===== src/rtl/shift_add_multiplier.sv =====
// Sequential unsigned N x N -> 2N shift-and-add multiplier using an external N-bit adder.
// Optional build macro EARLY_TERM_EN: a zero operand skips the RUN phase entirely.
module shift_add_multiplier #(
  parameter int unsigned N = 4
) (
  input  logic           clk,
  input  logic           n_reset,
  input  logic           start,
  input  logic [N-1:0]   A,
  input  logic [N-1:0]   B,
  output logic           ready,
  output logic           done,
  output logic [2*N-1:0] P,
  output logic [N-1:0]   add_a,
  output logic [N-1:0]   add_b,
  output logic           add_cin,
  input  logic [N-1:0]   add_sum,
  input  logic           add_cout
);

  localparam int unsigned CntW = $clog2(N) + 1;
  localparam logic [CntW-1:0] LastIter = CntW'(N - 1);

  typedef enum logic [1:0] {
    StIdle = 2'd0,
    StRun  = 2'd1,
    StDone = 2'd2
  } state_e;

  state_e          state_q, state_d;
  logic [N-1:0]    m_q, m_d;
  logic [N-1:0]    acc_q, acc_d;
  logic [N-1:0]    q_q, q_d;
  logic [CntW-1:0] cnt_q, cnt_d;
  logic            zero_operand;

`ifdef EARLY_TERM_EN
  assign zero_operand = (A == '0) || (B == '0);
`else
  assign zero_operand = 1'b0;
`endif

  always_comb begin
    state_d = state_q;
    m_d     = m_q;
    acc_d   = acc_q;
    q_d     = q_q;
    cnt_d   = cnt_q;
    unique case (state_q)
      StIdle: begin
        if (start) begin
          m_d   = A;
          acc_d = '0;
          cnt_d = '0;
          if (zero_operand) begin
            q_d     = '0;
            state_d = StDone;
          end else begin
            q_d     = B;
            state_d = StRun;
          end
        end
      end
      StRun: begin
        // Adder carry lands in the ACC MSB, so the 2N-bit product cannot overflow.
        {acc_d, q_d} = {add_cout, add_sum, q_q[N-1:1]};
        cnt_d        = cnt_q + 1'b1;
        if (cnt_q == LastIter) begin
          state_d = StDone;
        end
      end
      StDone: begin
        state_d = StIdle;
      end
      default: begin
        state_d = StIdle;
      end
    endcase
  end

  always_ff @(posedge clk or negedge n_reset) begin
    if (!n_reset) begin
      state_q <= StIdle;
      m_q     <= '0;
      acc_q   <= '0;
      q_q     <= '0;
      cnt_q   <= '0;
    end else begin
      state_q <= state_d;
      m_q     <= m_d;
      acc_q   <= acc_d;
      q_q     <= q_d;
      cnt_q   <= cnt_d;
    end
  end

  assign ready   = (state_q == StIdle);
  assign done    = (state_q == StDone);
  assign P       = {acc_q, q_q};
  assign add_a   = acc_q;
  assign add_b   = q_q[0] ? m_q : '0;
  assign add_cin = 1'b0;

endmodule


===== config.mk =====
export PLATFORM = sky130hd
export DESIGN_NAME = shift_add_multiplier
export DESIGN_NICKNAME = d
export VERILOG_FILES = /design/src/rtl/shift_add_multiplier.sv
export SDC_FILE = /design/constraint.sdc
export NUM_CORES = 1
export LEC_CHECK = 0
export CAP_MARGIN = 40
export CORE_MARGIN = 2
export CORE_UTILIZATION = 40
export DETAILED_ROUTE_END_ITERATION = 8
export GPL_TIMING_DRIVEN = 0
export PLACE_DENSITY = 0.87
export SYNTH_ARGS = -nofsm -noshare
export SYNTH_HDL_FRONTEND = slang
export SYNTH_SLANG_ARGS = --single-unit

===== constraint.sdc =====
create_clock -name clk -period 1.96 [get_ports clk]
set_input_delay 0.294 -clock clk [delete_from_list [all_inputs] [get_ports clk]]
set_output_delay 0.294 -clock clk [all_outputs]
set_load 0.01 [all_outputs]

==> results_dict.tcl <==
set metrics [dict create \
    status "finished, final reports clean" \
    cts_inserted_buffers 3 \
    reg2reg_to "m_q[0]$_DFFE_PN0P_" \
    grt_pass1_wl_um 3030 \
    gp_congestion 0.699 \
    place_area_um2 1200 \
    hold_viol 0 \
    fin_setup_tns_ns 0 \
    period_share_pct 95.9 \
    netlist_instances 68 \
    synth_cell_type_count 29 \
    drive_gt1_share_pct 18.1 \
    rr_worst_depth 4 \
    use_met1_pct 22.2 \
    wirelength_um 1800 \
    dpl_worst_slack_ns 0.401 \
    syn2layout_area_growth_pct 46.5 \
    rsz0062_at_grt "false" \
    synth_nets 86 \
    initial_utilization_pct 42.8 \
    cts_root_buf "clkbuf_4" \
    core-area_um2 1960 \
    critPathArrivalTime_ns 1.59 \
    fillers 148 \
    grt_pass1_vias 636 \
    wl_per_cell_um 13.6 \
    critPathLaunch "state_q[1]$_DFFE_PN0P_" \
    reg2reg_slack_ns 0.72 \
    fin_crit_ns 1.88 \
    cts.htree.levels 1 \
    clk_pin_slew_ns 0.09 \
    p_comb_share_pct 57.5 \
    core.rowCount 16 \
    finalSetupViolations 0 \
    syn_area_per_cell_um2 12.3 \
    power_density_nw_per_um2 1570 \
    clock.fmax_ghz 0.532 \
    crit_required_ns 1.67 \
    cts.sinks 17 \
    multiInputGateArea_um2 350 \
    start_kind "flop" \
    crit_family "buffers and inverters" \
    dieArea_um2 2480 \
    die_x_um 49.8 \
    drv_cap 0 \
    worst_slew_pin_slew_ns 0.725 \
    hp-class "input port to async pin" \
    cts-resized-gates 0 \
    postRouteAntennaNets 0 \
    drt-pass1-iter-count 4 \
    power.share.clock_pct 9.7 \
    layout.nets 124 \
    p_sw_uw 651 \
    portBuffers 33 \
    grt_util_all_layers_pct 16.6 \
    clkLatencyLatePin_ns 0.29 \
    irDropWorstVdd_mv 0.633 \
    intPower_uw 1280 \
    path_class "flop to primary output" \
    seqPwrFrac_pct 32.8 \
    crit_buf_inv 2 \
    grt_max_degree 18 \
    cts_setup_buffers 0 \
    cp_slowest_stage_delay_ns 0.54 \
    die_h_um 49.8 \
    use_met2_pct 23.6 \
    viasPerCell 4.96 \
    drc 0 \
    r2r-start "state_q[0]$_DFFE_PN0P_" \
    cp-end-kind "primary output" \
    critPathMaxFanout 10 \
    ys_seq_elements 17 \
    clock_tree.buffer_depth 2 \
    place_hpwl_um 1320 \
    num_io_pins 35 \
    busiest_layer "met2" \
    postCtsHoldBufs 0 \
    p_sw_share_pct 33.7 \
    path_cells "buf_4, nor2b_1, clkdlybuf4s50_1" \
    layout_commonest_cell "clkdlybuf4s50_1" \
    yosys_warnings 0 \
    final_cell_mix "33 x clkdlybuf4s50_1, 17 x dfrtp_1, 6 x buf_4" \
    skew_ns 0.00215 \
    use_met3_pct 4.24 \
    slew_violations 0 \
    maxSlewHeadroom_pct 51.5 \
    vias 655 \
    crit_cells 3 \
    syn_area_um2 840 \
    antenna_found_initial 0 \
    area.sequential_um2 425 \
    leakage_uw 0.000532 \
    crit_path_end "done" \
    cpMaxStageDelayCell "clkdlybuf4s50_1" \
    drt_iter0_markers 8 \
    whs_ns 0.425 \
    postLayoutCellArea_um2 1230 \
    gr-total-overflow 0 \
    timing.final.ws_setup_ns 0.0796 \
    seq_area_frac_synth_pct 50.7 \
    cts_tree "built" \
    diodes 0 \
]
[power groups by stage]
stage | Clock, uW | Combinational [uW] | Sequential, uW
after floorplan | 0 | 602 | 659
after CTS | 193 | 1120 | 633
after detailed placement | 0 | 1110 | 640
after global placement | 0 | 1090 | 632
final | 188 | 1110 | 632
after global routing | 210 | 1200 | 657
[cell families after synthesis]
family	synth area share [%]
other	0.447
flip-flops	50.7
buffers and inverters	7.60
AND/OR/NAND/NOR	15.1
multiplexers	7.15
adder cells (fa/ha/maj)	2.98
AO/OA/AOI/OAI	16.1
[cell type report]
| class | instances | share of cell area (%) |
|---|---|---|
| Sequential cell | 17 | 34.6 |
| Multi-Input combinational cell | 42 | 28.5 |
| Buffer | 7 | 4.58 |
| Tap cell | 27 | 2.75 |
| Clock buffer | 4 | 2.14 |
| Inverter | 2 | 0.610 |
| Timing Repair Buffer | 33 | 26.9 |
[cells in the mapped netlist, drive strengths merged]
master,instances,area (um^2)
a211oi,1,12.5
a21oi,1,5.00
a221o,1,10.0
a22o,5,43.8
a2bb2oi,1,8.76
and2,6,40.0
buf,7,56.3
conb,1,3.75
dfrtp,17,425
ha,2,25.0
inv,2,7.51
mux2,4,60.1
nand2,2,7.51
nand2b,4,25.0
nand3b,1,7.51
nor2,3,18.8
nor2b,2,15.0
nor3,1,5.00
nor3b,1,7.51
o21ai,2,10.0
o21bai,1,18.8
o221a,1,11.3
o22a,1,8.76
o22ai,1,6.26
[per-layer routing]
layer / wire length (um) / up-vias
met1: 793 / 313
met4: 41 / 0
li1: - / 309
met2: 812 / 29
met5: 0 / -
met3: 151 / 4
[how the worst min path moves through the flow]
stage	start	endpoint	slack, ns	depth (start not counted)
5_1_grt	n_reset	m_q[3]$_DFFE_PN0P_	0.51	1
3_3_place_gp	m_q[1]$_DFFE_PN0P_	m_q[1]$_DFFE_PN0P_	0.48	1
2_1_floorplan	n_reset	add_a[0]$_DFFE_PN0P_	-0.002	0
3_5_place_dp	m_q[3]$_DFFE_PN0P_	m_q[3]$_DFFE_PN0P_	0.50	1
4_1_cts	n_reset	m_q[3]$_DFFE_PN0P_	0.45	1
6_report	n_reset	m_q[3]$_DFFE_PN0P_	0.42	1
[metrics by stage]
stage          instances  total power (uW)  util, %
3_3_place_gp         128              1720     61.4
2_1_floorplan         68              1260        -
6_report             132              1930     62.7
3_5_place_dp         128              1750     61.4
4_1_cts              132              1950     62.7
5_1_grt              132              2070     62.7
[sequential cells by signal (all words and copies together), names as in the netlist]
register,cells
state_q,2
m_q,4
q_q,4
add_a,4
cnt_q,3
Power figures use the tool's default switching activity.
